`src/rtl/scarv_soc_dbg_bridge_if.sv`:
```
// Byte-stream and memory-bus signals between the debug bridge and its
// environment. The master modport is the bridge side.
interface scarv_soc_dbg_bridge_if;
  logic        rx_valid;
  logic [7:0]  rx_data;
  logic        tx_valid;
  logic        tx_ready;
  logic [7:0]  tx_data;
  logic        mem_req;
  logic        mem_gnt;
  logic        mem_wen;
  logic [3:0]  mem_strb;
  logic [31:0] mem_addr;
  logic [31:0] mem_wdata;
  logic        mem_recv;
  logic        mem_ack;
  logic        mem_error;
  logic [31:0] mem_rdata;

  modport master (
    input  rx_valid, rx_data, tx_ready, mem_gnt, mem_recv, mem_error, mem_rdata,
    output tx_valid, tx_data, mem_req, mem_wen, mem_strb, mem_addr, mem_wdata, mem_ack
  );

  modport slave (
    output rx_valid, rx_data, tx_ready, mem_gnt, mem_recv, mem_error, mem_rdata,
    input  tx_valid, tx_data, mem_req, mem_wen, mem_strb, mem_addr, mem_wdata, mem_ack
  );
endinterface

```
`src/rtl/scarv_soc_dbg_bridge.sv`:
```
// Debug host bridge: decodes UART byte commands (WRITE/READ), performs one
// word access on the memory bus and streams a status/data reply back.
module scarv_soc_dbg_bridge #(
  parameter int BYTE_TIMEOUT = 65536,
  parameter int BUS_TIMEOUT  = 1024
) (
  input  logic                         f_clk,
  input  logic                         g_resetn,
  scarv_soc_dbg_bridge_if.master       bus,
  output logic                         busy,
  output logic                         overrun
);
  localparam int BTO_W = $clog2(BYTE_TIMEOUT + 1);
  localparam int BUS_W = $clog2(BUS_TIMEOUT + 1);

  localparam logic [7:0] OP_WR     = 8'h01;
  localparam logic [7:0] OP_RD     = 8'h02;
  localparam logic [7:0] RSP_BERR  = 8'hEE;
  localparam logic [7:0] RSP_ALIGN = 8'hEC;
  localparam logic [7:0] RSP_TOUT  = 8'hED;
  localparam logic [7:0] RSP_BADOP = 8'hEF;

  typedef enum logic [2:0] {
    S_IDLE, S_ADDR, S_DATA, S_CHECK, S_BUS_REQ, S_BUS_RSP, S_TX
  } state_t;

  state_t            r_state;
  logic              r_wr;
  logic [1:0]        r_idx;
  logic [31:0]       r_addr;
  logic [31:0]       r_wdata;
  // Reply bytes, least significant byte is the one currently on tx_data.
  logic [39:0]       r_txbuf;
  logic [2:0]        r_txcnt;
  logic [BTO_W-1:0]  r_bto;
  logic [BUS_W-1:0]  r_bus_to;
  logic              r_tx_valid;
  logic              r_mem_req;
  logic              r_mem_ack;
  logic [3:0]        r_strb;
  logic              r_overrun;

  logic w_byte_tout;
  logic w_bus_tout;
  logic w_tx_fire;
  logic w_rx_drop;

  assign w_byte_tout = (r_bto == BTO_W'(BYTE_TIMEOUT - 1));
  assign w_bus_tout  = (r_bus_to == BUS_W'(BUS_TIMEOUT - 1));
  assign w_tx_fire   = r_tx_valid && bus.tx_ready;
  // Bytes arriving while a command is being executed or answered are lost.
  assign w_rx_drop   = bus.rx_valid && (r_state == S_CHECK || r_state == S_BUS_REQ ||
                                        r_state == S_BUS_RSP || r_state == S_TX);

  assign bus.tx_valid  = r_tx_valid;
  assign bus.tx_data   = r_txbuf[7:0];
  assign bus.mem_req   = r_mem_req;
  assign bus.mem_wen   = r_wr;
  assign bus.mem_strb  = r_strb;
  assign bus.mem_addr  = r_addr;
  assign bus.mem_wdata = r_wdata;
  assign bus.mem_ack   = r_mem_ack;
  assign busy          = (r_state != S_IDLE);
  assign overrun       = r_overrun;

  // Command decode, bus access and reply sequencing.
  always_ff @(posedge f_clk) begin
    if (!g_resetn) begin
      r_state    <= S_IDLE;
      r_wr       <= 1'b0;
      r_idx      <= '0;
      r_addr     <= '0;
      r_wdata    <= '0;
      r_txbuf    <= '0;
      r_txcnt    <= '0;
      r_bto      <= '0;
      r_bus_to   <= '0;
      r_tx_valid <= 1'b0;
      r_mem_req  <= 1'b0;
      r_mem_ack  <= 1'b0;
      r_strb     <= '0;
      r_overrun  <= 1'b0;
    end else begin
      r_strb <= 4'hF;
      if (w_rx_drop) r_overrun <= 1'b1;

      case (r_state)
        S_IDLE: begin
          if (bus.rx_valid) begin
            r_wr  <= (bus.rx_data == OP_WR);
            r_idx <= '0;
            r_bto <= '0;
            if (bus.rx_data == OP_WR || bus.rx_data == OP_RD) begin
              r_state <= S_ADDR;
            end else begin
              r_txbuf    <= {32'h0, RSP_BADOP};
              r_txcnt    <= 3'd1;
              r_tx_valid <= 1'b1;
              r_state    <= S_TX;
            end
          end
        end

        S_ADDR, S_DATA: begin
          if (bus.rx_valid) begin
            r_bto <= '0;
            r_idx <= r_idx + 2'd1;
            if (r_state == S_ADDR) r_addr[{r_idx, 3'b000} +: 8]  <= bus.rx_data;
            else                   r_wdata[{r_idx, 3'b000} +: 8] <= bus.rx_data;
            if (r_idx == 2'd3)
              r_state <= (r_state == S_ADDR && r_wr) ? S_DATA : S_CHECK;
          end else if (w_byte_tout) begin
            r_state <= S_IDLE;
          end else begin
            r_bto <= r_bto + 1'b1;
          end
        end

        S_CHECK: begin
          if (r_addr[1:0] != 2'b00) begin
            r_txbuf    <= {32'h0, RSP_ALIGN};
            r_txcnt    <= 3'd1;
            r_tx_valid <= 1'b1;
            r_state    <= S_TX;
          end else begin
            r_mem_req <= 1'b1;
            r_bus_to  <= '0;
            r_state   <= S_BUS_REQ;
          end
        end

        S_BUS_REQ: begin
          if (bus.mem_gnt) begin
            r_mem_req <= 1'b0;
            r_mem_ack <= 1'b1;
            r_bus_to  <= '0;
            r_state   <= S_BUS_RSP;
          end else if (w_bus_tout) begin
            r_mem_req  <= 1'b0;
            r_txbuf    <= {32'h0, RSP_TOUT};
            r_txcnt    <= 3'd1;
            r_tx_valid <= 1'b1;
            r_state    <= S_TX;
          end else begin
            r_bus_to <= r_bus_to + 1'b1;
          end
        end

        S_BUS_RSP: begin
          if (bus.mem_recv) begin
            r_mem_ack  <= 1'b0;
            r_tx_valid <= 1'b1;
            r_state    <= S_TX;
            if (bus.mem_error) begin
              r_txbuf <= {32'h0, RSP_BERR};
              r_txcnt <= 3'd1;
            end else if (r_wr) begin
              r_txbuf <= {32'h0, OP_WR};
              r_txcnt <= 3'd1;
            end else begin
              r_txbuf <= {bus.mem_rdata, OP_RD};
              r_txcnt <= 3'd5;
            end
          end else if (w_bus_tout) begin
            r_mem_ack  <= 1'b0;
            r_txbuf    <= {32'h0, RSP_TOUT};
            r_txcnt    <= 3'd1;
            r_tx_valid <= 1'b1;
            r_state    <= S_TX;
          end else begin
            r_bus_to <= r_bus_to + 1'b1;
          end
        end

        S_TX: begin
          if (w_tx_fire) begin
            r_txbuf <= {8'h00, r_txbuf[39:8]};
            r_txcnt <= r_txcnt - 3'd1;
            if (r_txcnt == 3'd1) begin
              r_tx_valid <= 1'b0;
              r_state    <= S_IDLE;
            end
          end
        end

        default: r_state <= S_IDLE;
      endcase
    end
  end
endmodule

```
`src/flat_wrapper.sv`:
```
// flat-port wrapper written by rule: the top's interface ports become plain ports
module scarv_soc_dbg_bridge_flat 
#(
  parameter int BYTE_TIMEOUT = 65536,
  parameter int BUS_TIMEOUT  = 1024
)
  (f_clk, g_resetn, busy, overrun, bus_rx_valid, bus_rx_data, bus_tx_ready, bus_mem_gnt, bus_mem_recv, bus_mem_error, bus_mem_rdata, bus_tx_valid, bus_tx_data, bus_mem_req, bus_mem_wen, bus_mem_strb, bus_mem_addr, bus_mem_wdata, bus_mem_ack);
  scarv_soc_dbg_bridge_if bus_i ();
  input  logic f_clk;
  input  logic g_resetn;
  output logic busy;
  output logic overrun;
  input wire logic [$bits(bus_i.rx_valid)-1:0] bus_rx_valid;
  input wire logic [$bits(bus_i.rx_data)-1:0] bus_rx_data;
  input wire logic [$bits(bus_i.tx_ready)-1:0] bus_tx_ready;
  input wire logic [$bits(bus_i.mem_gnt)-1:0] bus_mem_gnt;
  input wire logic [$bits(bus_i.mem_recv)-1:0] bus_mem_recv;
  input wire logic [$bits(bus_i.mem_error)-1:0] bus_mem_error;
  input wire logic [$bits(bus_i.mem_rdata)-1:0] bus_mem_rdata;
  output wire logic [$bits(bus_i.tx_valid)-1:0] bus_tx_valid;
  output wire logic [$bits(bus_i.tx_data)-1:0] bus_tx_data;
  output wire logic [$bits(bus_i.mem_req)-1:0] bus_mem_req;
  output wire logic [$bits(bus_i.mem_wen)-1:0] bus_mem_wen;
  output wire logic [$bits(bus_i.mem_strb)-1:0] bus_mem_strb;
  output wire logic [$bits(bus_i.mem_addr)-1:0] bus_mem_addr;
  output wire logic [$bits(bus_i.mem_wdata)-1:0] bus_mem_wdata;
  output wire logic [$bits(bus_i.mem_ack)-1:0] bus_mem_ack;
  assign bus_i.rx_valid = bus_rx_valid;
  assign bus_i.rx_data = bus_rx_data;
  assign bus_i.tx_ready = bus_tx_ready;
  assign bus_i.mem_gnt = bus_mem_gnt;
  assign bus_i.mem_recv = bus_mem_recv;
  assign bus_i.mem_error = bus_mem_error;
  assign bus_i.mem_rdata = bus_mem_rdata;
  assign bus_tx_valid = bus_i.tx_valid;
  assign bus_tx_data = bus_i.tx_data;
  assign bus_mem_req = bus_i.mem_req;
  assign bus_mem_wen = bus_i.mem_wen;
  assign bus_mem_strb = bus_i.mem_strb;
  assign bus_mem_addr = bus_i.mem_addr;
  assign bus_mem_wdata = bus_i.mem_wdata;
  assign bus_mem_ack = bus_i.mem_ack;
  scarv_soc_dbg_bridge #(.BYTE_TIMEOUT(BYTE_TIMEOUT), .BUS_TIMEOUT(BUS_TIMEOUT)) u_core (.f_clk(f_clk), .g_resetn(g_resetn), .bus(bus_i), .busy(busy), .overrun(overrun));
endmodule
```
`config.mk`:
```
export PLATFORM = sky130hd
export DESIGN_NAME = scarv_soc_dbg_bridge_flat
export DESIGN_NICKNAME = d
export VERILOG_FILES = /design/src/rtl/scarv_soc_dbg_bridge_if.sv /design/src/rtl/scarv_soc_dbg_bridge.sv /design/src/flat_wrapper.sv
export SDC_FILE = /design/constraint.sdc
export NUM_CORES = 1
export LEC_CHECK = 0
export BUFFER_PORTS_ARGS = -buffer_cell sky130_fd_sc_hd__buf_4
export CAP_MARGIN = 20
export CORE_MARGIN = 3
export CORE_UTILIZATION = 59
export CTS_CLUSTER_SIZE = 40
export DETAILED_ROUTE_END_ITERATION = 8
export GPL_TIMING_DRIVEN = 0
export PLACE_DENSITY = 0.95
export SYNTH_ARGS = -nofsm -noshare
export SYNTH_HDL_FRONTEND = slang
export SYNTH_SLANG_ARGS = --single-unit
```
`constraint.sdc`:
```
create_clock -name f_clk -period 7.1 [get_ports f_clk]
set_clock_uncertainty 0.15 [all_clocks]
set_input_delay 2.13 -clock f_clk [delete_from_list [all_inputs] [get_ports f_clk]]
set_output_delay 2.13 -clock f_clk [all_outputs]
set_load 0.05 [all_outputs]
```
==> flow_summary_export.csv, run 1 <==
group,metric,value,unit
run_status,outcome,"completed",
die,die_w,112,µm
power_and_ir_drop,clockPowerShare,34.5,%
power_and_ir_drop,p_seq_share,34.3,%
synth,synth_edf_count,0,
power_and_ir_drop,combPwrFrac,31.2,%
cts,clk_path_buf_depth,2,
grt,grt_max_degree,17,
synth,synth_top_area_share,44.3,%
synth,synth_compound_area_share,22.5,%
synth,synth_simple_gate_area_share,22.4,%
setup_path,worstPathArrival,4.43,ns
grt,met2_usage,52.8,%
synth,ys_async_sr_fraction,0,%
sta,tns,0,ns
power_and_ir_drop,vdd_ir_drop_max,0.000376,V
min_path,hp-class,"reg2reg",
power_and_ir_drop,leakage,3.07,nW
setup_path,start_kind,"primary input",
setup_path,cp.depth,8,
power_and_ir_drop,p_per_area,324,nW/µm²
die,die_area,12500,µm²
sta,fmax,239,MHz
setup_path,worstPathCellList,"buf_2 -> or4_4 -> or4b_4 -> and4_4 -> buf_6 -> clkbuf_1 -> o21ai_0 -> a31oi_1",
layout,nets,1001,
cts,path_clk_slew,0.07,ns
cts,cts_setup_buffers,0,
setup_path,r2r_cells,8,
grt,top_usage_layer,"met2",
grt,use_met1,39.6,%
synth,syn_area_per_cell,8.22,µm²
synth,syn_inst,802,
placed_design,place.gp.congestion,0.963,
layout,multiInputGateArea,3250,µm²
power_and_ir_drop,netSwitchingPower,997,µW
layout,antennaDiodeCount,0,
placed_design,hpwl,13.0,mm
setup_path,cpMaxStageDelayCell,"or4b_4",
sta,slew_violations,0,
synth,ys_types,63,
sta,finalHoldViolCount,0,
die,io-pin-count,129,
layout,drive_above_1_share,20.3,%
setup_path,slowest_delay,0.57,ns
grt,grt_util_all_layers,32.5,%
synth,synth_top_area_cell,"dfxtp_1",
power_and_ir_drop,p_int,1.69,mW
synth,synth_top_family_by_area,"compound AO/OA/AOI/OAI gates",
setup_path,cp-end-kind,"flop",
cts,worst_skew_pair.late_latency,0.54,ns
setup_path,r2r_setup_slack,3.94,ns
synth,synth_xor_area_share,2.52,%
setup_path,worst-path-max-fanout,10,
synth,synth_common_cells,"dfxtp_1, nand2_1, a21oi_1, nor2_1, nand3_1",
sta,rsz0062_at_grt,"false",
synth,yosys_warnings,0,
sta,period_minus_slack,4.19,ns
setup_path,rr_endpoint,"u_core.r_txbuf[5]$_SDFFE_PN0P_",
synth,synth_mux_area_share,0,%
synth,synth_nets,859,
detailed_routing,drt_iter0_markers,946,
layout,synthToLayoutAreaGrowth,25.7,%
placed_design,dp_slack,2.53,ns
cts,cts_resized,0,
cts,h-tree-depth,4,
layout,seqCellArea,2920,µm²
grt,antenna_found_initial,0,
synth,synth_area_leaders,"dfxtp_1, a21oi_1, nand2_1, nor2_1, nand3_1",
die,die_h,112,µm
placed_design,dp.cells,1061,
placed_design,io_buffers,122,
synth,yosys_most_used_dff,"dfxtp_1",
sta,timing.hold.ws,0.306,ns
detailed_routing,wl_per_cell,18.8,µm
sta,setup_violations,0,
layout,fillers,677,
layout,final_util,78.2,%
detailed_routing,routed_wl,20.5,mm
die,core_area,10600,µm²
detailed_routing,vias,6904,
setup_path,reg2reg_from,"u_core.r_state[2]$_SDFFE_PN0P_",
grt,grt_pass1_vias,6701,
cts,clock-sinks,146,
placed_design,postPlaceCellArea,7690,µm²
detailed_routing,route.detailed.drc,0,
setup_path,crit_start,"bus_rx_data[3]",
detailed_routing,avgViaCountPerCell,6.32,
cts,cts_tree,"done",
detailed_routing,firstDrtPassIters,7,
sta,setup_ws,2.91,ns
cts,cts_hold_buf,0,
min_path,min_path_cells,2,
power_and_ir_drop,power,2.68,mW
layout,post-route-cell-area,8290,µm²
setup_path,crit_type,"in2reg",
sta,maxSlewHeadroom,44.8,%
setup_path,crit_family,"simple AND/OR/NAND/NOR gates",
detailed_routing,ant_nets,0,
synth,syn_area,6600,µm²
grt,use_met3,8.59,%
grt,grt_pass1_wl,33.2,mm
die,start_util,62.2,%
layout,final_cell_count_no_fill,1093,
cts,cts_root_buf,"clkbuf_8",
synth,synth_seq_area_share,44.3,%
power_and_ir_drop,switching_share,37.2,%
setup_path,cp.required,7.35,ns
flow_run,max-cap-violations,0,
synth,ys_ff_latch,146,
grt,grt_overflow,0,
die,row_count,37,
sta,layout_worst_path_cycle_share,59.0,%
setup_path,crit_end,"u_core.r_txbuf[5]$_SDFFE_PN0P_",
synth,synth_most_common_cell,"dfxtp_1",
setup_path,path_buf_inv,3,
cts,cts_made_buffers,17,
synth,synthAdderAreaFrac,1.90,%
sta,worst_pin_slew,0.827,ns
==> state kept, by name (all words and copies together), names as in the netlist <==
| register | count |
|---|---|
| u_core.r_txbuf | 40 |
| u_core.bus.mem_addr | 32 |
| u_core.bus.mem_wdata | 32 |
| u_core.r_bto | 17 |
| u_core.r_bus_to | 11 |
| u_core.r_state | 3 |
| u_core.r_txcnt | 3 |
| u_core.r_idx | 2 |
| u_core.bus.mem_ack | 1 |
| u_core.bus.mem_req | 1 |
| u_core.bus.mem_strb | 1 |
| u_core.bus.mem_wen | 1 |
| u_core.bus.tx_valid | 1 |
| u_core.overrun | 1 |
==> kinds of logic (layout without fill, tap and decap cells) <==
logic type	count (synthesis)	after routing
DFF	146	146
adders and majority gates	10	10
xor gates and xnor gates	19	19
and+or+nand+nor	319	319
AOI/OAI and AO/OA	218	218
buffers and inverters	90	245
==> layout by cell type (no fill, tap or decap), types with 8 or more instances in the layout <==
cell / instances
and3_1: 11
a21oi_1: 89
inv_1: 16
o2bb2ai_1: 14
o2bb2ai_2: 10
nor2_1: 89
a32o_1: 10
clkbuf_1: 52
clkbuf_16: 16
nand3_1: 59
ha_1: 10
dfxtp_1: 146
a22oi_1: 27
buf_4: 134
xnor2_1: 13
nand2_1: 99
nor2b_1: 8
nor3_1: 15
o21ai_0: 30
==> tightest hold or removal path: cells and delay by family (launching register included) <==
family | cells | cell delay, ns
flip-flops | 1 | 0.31
AO/OA/AOI/OAI | 1 | 0.05
AND/OR/NAND/NOR | 1 | 0.05
==> cell type report <==
| cell class | instances | share of cell area [%] |
|---|---|---|
| tap | 136 | 2.05 |
| clock buffer | 19 | 5.21 |
| timing repair buffer | 123 | 11.1 |
| sequential | 146 | 35.3 |
| multi-input combinational | 566 | 39.2 |
| clock inverter | 13 | 2.08 |
| buffer | 73 | 4.35 |
| inverter | 17 | 0.770 |
==> power by group through the flow <==
stage                     clock network [mW]  logic, mW  registers, mW
final                                  0.925      0.837          0.920
after global routing                   0.961      0.890          0.925
after CTS                              0.927      0.816          0.918
after detailed placement                   0      0.789          0.930
after global placement                     0      0.770          0.928
after floorplan                            0      0.536          0.966
==> worst min-delay path by stage <==
stage,start,endpoint,slack (ns)
after floorplan,u_core.r_txbuf[0]$_SDFFE_PN0P_,u_core.r_txbuf[0]$_SDFFE_PN0P_,0.27
after detailed placement,u_core.r_txbuf[23]$_SDFFE_PN0P_,u_core.r_txbuf[23]$_SDFFE_PN0P_,0.30
after global routing,u_core.bus.mem_wdata[2]$_SDFFE_PN0P_,u_core.bus.mem_wdata[2]$_SDFFE_PN0P_,0.33
final,u_core.bus.mem_wdata[16]$_SDFFE_PN0P_,u_core.bus.mem_wdata[16]$_SDFFE_PN0P_,0.31
after CTS,u_core.bus.mem_wdata[16]$_SDFFE_PN0P_,u_core.bus.mem_wdata[16]$_SDFFE_PN0P_,0.31
after global placement,u_core.bus.mem_wdata[27]$_SDFFE_PN0P_,u_core.bus.mem_wdata[27]$_SDFFE_PN0P_,0.29
==> per-layer routing <==
metal,vias to the layer above,wire length (µm)
met5,-,0
met4,0,939
met3,104,2220
met2,504,9840
met1,3178,7540
li1,3118,-
Power figures use the tool's default switching activity.
==> run 2, diff against run 1 <==
--- a/config.mk
+++ b/config.mk
@@ -8,11 +8,11 @@
 export BUFFER_PORTS_ARGS = -buffer_cell sky130_fd_sc_hd__buf_4
 export CAP_MARGIN = 20
 export CORE_MARGIN = 3
-export CORE_UTILIZATION = 59
+export CORE_UTILIZATION = 50
 export CTS_CLUSTER_SIZE = 40
 export DETAILED_ROUTE_END_ITERATION = 8
 export GPL_TIMING_DRIVEN = 0
-export PLACE_DENSITY = 0.95
+export PLACE_DENSITY = 0.86
 export SYNTH_ARGS = -nofsm -noshare
 export SYNTH_HDL_FRONTEND = slang
 export SYNTH_SLANG_ARGS = --single-unit
==> constraint.sdc (replaced) <==
create_clock -name f_clk -period 3.6 [get_ports f_clk]
set_clock_uncertainty 0.15 [all_clocks]
set_input_delay 1.08 -clock f_clk [delete_from_list [all_inputs] [get_ports f_clk]]
set_output_delay 1.08 -clock f_clk [all_outputs]
set_load 0.05 [all_outputs]
==> run 2 against run 1 <==
Effect of this change: critical path type unchanged; critical path depth stayed put; core utilization decreased by 13 points; sequential share of layout area shrank 0.085 points.
==> flow_summary_export.csv, run 2 (same netlist as run 1, synthesis figures left out) <==
group,metric,value,unit
sta,worst_pin_slew,0.974,ns
grt,antenna_found_initial,0,
cts,cts_resized,0,
setup_path,start_kind,"primary input",
sta,slew_violations,0,
cts,clk_path_buf_depth,2,
die,core_area,12800,µm²
power_and_ir_drop,combPwrFrac,31.1,%
cts,clock-sinks,146,
setup_path,worstPathArrival,3.36,ns
layout,nets,1001,
power_and_ir_drop,leakage,3.07,nW
cts,h-tree-depth,4,
layout,antennaDiodeCount,0,
die,die_w,121,µm
power_and_ir_drop,switching_share,37.0,%
die,die_area,14600,µm²
cts,cts_made_buffers,17,
setup_path,cp-end-kind,"flop",
detailed_routing,route.detailed.drc,0,
placed_design,dp.cells,1097,
setup_path,crit_type,"in2reg",
cts,cts_setup_buffers,0,
power_and_ir_drop,p_per_area,618,nW/µm²
layout,final_cell_count_no_fill,1129,
power_and_ir_drop,netSwitchingPower,1.90,mW
cts,cts_root_buf,"clkbuf_16",
sta,timing.hold.ws,0.302,ns
layout,synthToLayoutAreaGrowth,26.0,%
cts,cts_tree,"done",
power_and_ir_drop,vdd_ir_drop_max,0.000380,V
layout,largest_register,"u_core.r_txbuf",
layout,post-route-cell-area,8310,µm²
sta,finalHoldViolCount,0,
sta,rsz0062_at_grt,"false",
flow_run,max-cap-violations,0,
placed_design,place.gp.congestion,0.893,
placed_design,hpwl,12.6,mm
layout,drive_above_1_share,20.4,%
die,die_h,121,µm
detailed_routing,wl_per_cell,16.4,µm
cts,worst_skew_pair.late_latency,0.43,ns
layout,largest_reg_flops,40,
setup_path,worst-path-max-fanout,10,
detailed_routing,firstDrtPassIters,5,
die,row_count,41,
sta,tns,0,ns
cts,path_clk_slew,0.06,ns
layout,layout_commonest_cell,"dfxtp_1",
min_path,hp-class,"reg2reg",
power_and_ir_drop,clockPowerShare,33.7,%
sta,period_minus_slack,3.15,ns
run_status,outcome,"completed",
cts,cts_hold_buf,0,
detailed_routing,avgViaCountPerCell,5.74,
sta,layout_worst_path_cycle_share,87.6,%
grt,grt_util_all_layers,25.1,%
grt,grt_pass1_vias,5973,
layout,final_util,65.1,%
setup_path,cp.required,3.81,ns
power_and_ir_drop,p_seq_share,35.2,%
detailed_routing,drt_iter0_markers,668,
grt,grt_max_degree,17,
placed_design,postPlaceCellArea,7730,µm²
detailed_routing,routed_wl,18.5,mm
sta,setup_ws,0.446,ns
sta,fmax,317,MHz
die,io-pin-count,129,
die,start_util,51.6,%
placed_design,dp_slack,0.0383,ns
power_and_ir_drop,p_int,3.23,mW
detailed_routing,vias,6478,
sta,setup_violations,0,
placed_design,io_buffers,122,
power_and_ir_drop,power,5.14,mW
sta,maxSlewHeadroom,34.9,%
grt,grt_overflow,0,
grt,grt_pass1_wl,29.7,mm
layout,layout_common_cells,"dfxtp_1, buf_4, nand2_1, nor2_1, a21oi_1",
detailed_routing,ant_nets,0,
## run 2: changes by cell type in the layout (fill, tap and decap cells not counted), sizes merged
cell and change:
clkinv +6, clkinvlp -3, bufinv -2, inv -1
## run 2: power groups by stage
stage / logic, mW / registers (mW) / clock network, mW
floorplan: 1.06 / 1.91 / 0
global placement: 1.53 / 1.83 / 0
detailed placement: 1.55 / 1.83 / 0
CTS: 1.57 / 1.80 / 1.73
global route: 1.71 / 1.82 / 1.81
finish: 1.60 / 1.81 / 1.73
## run 2: per-layer routing
metal,part of all wire [%],track usage [%]
met2,48,40.9
met5,0,0
met3,7.6,6.29
met1,43,32.2
met4,2.1,8.99
## run 2: area by class of cell
cell class | count | area, µm²
tap | 172 | 215
timing repair buffer | 123 | 921
buffer | 73 | 360
clock buffer | 19 | 453
clock inverter | 13 | 126
inverter | 17 | 63.8
sequential | 146 | 2920
multi-input combinational | 566 | 3250
fill | 1045 | 4460
## run 2: path summary, 6_finish.rpt
| kind | cells past startpoint | slack, ns | endpoint | start |
|---|---|---|---|---|
| setup / recovery | 8 | 0.45 | u_core.r_txbuf[22]$_SDFFE_PN0P_ | bus_rx_data[4] |
| hold / removal | 2 | 0.30 | u_core.r_txbuf[0]$_SDFFE_PN0P_ | u_core.r_txbuf[0]$_SDFFE_PN0P_ |
| setup reg to reg | 10 | 0.54 | u_core.bus.mem_addr[22]$_SDFFE_PN0P_ | u_core.r_idx[0]$_SDFFE_PN0P_ |
| hold reg to reg | 2 | 0.30 | u_core.r_txbuf[0]$_SDFFE_PN0P_ | u_core.r_txbuf[0]$_SDFFE_PN0P_ |
## run 2: critical path, cell delays in order
cell	delay (ns)
clkbuf_1	0.26
or4_4	0.50
or4b_4	0.57
and4_4	0.20
buf_6	0.12
a21oi_4	0.27
buf_6	0.23
o2bb2ai_2	0.11
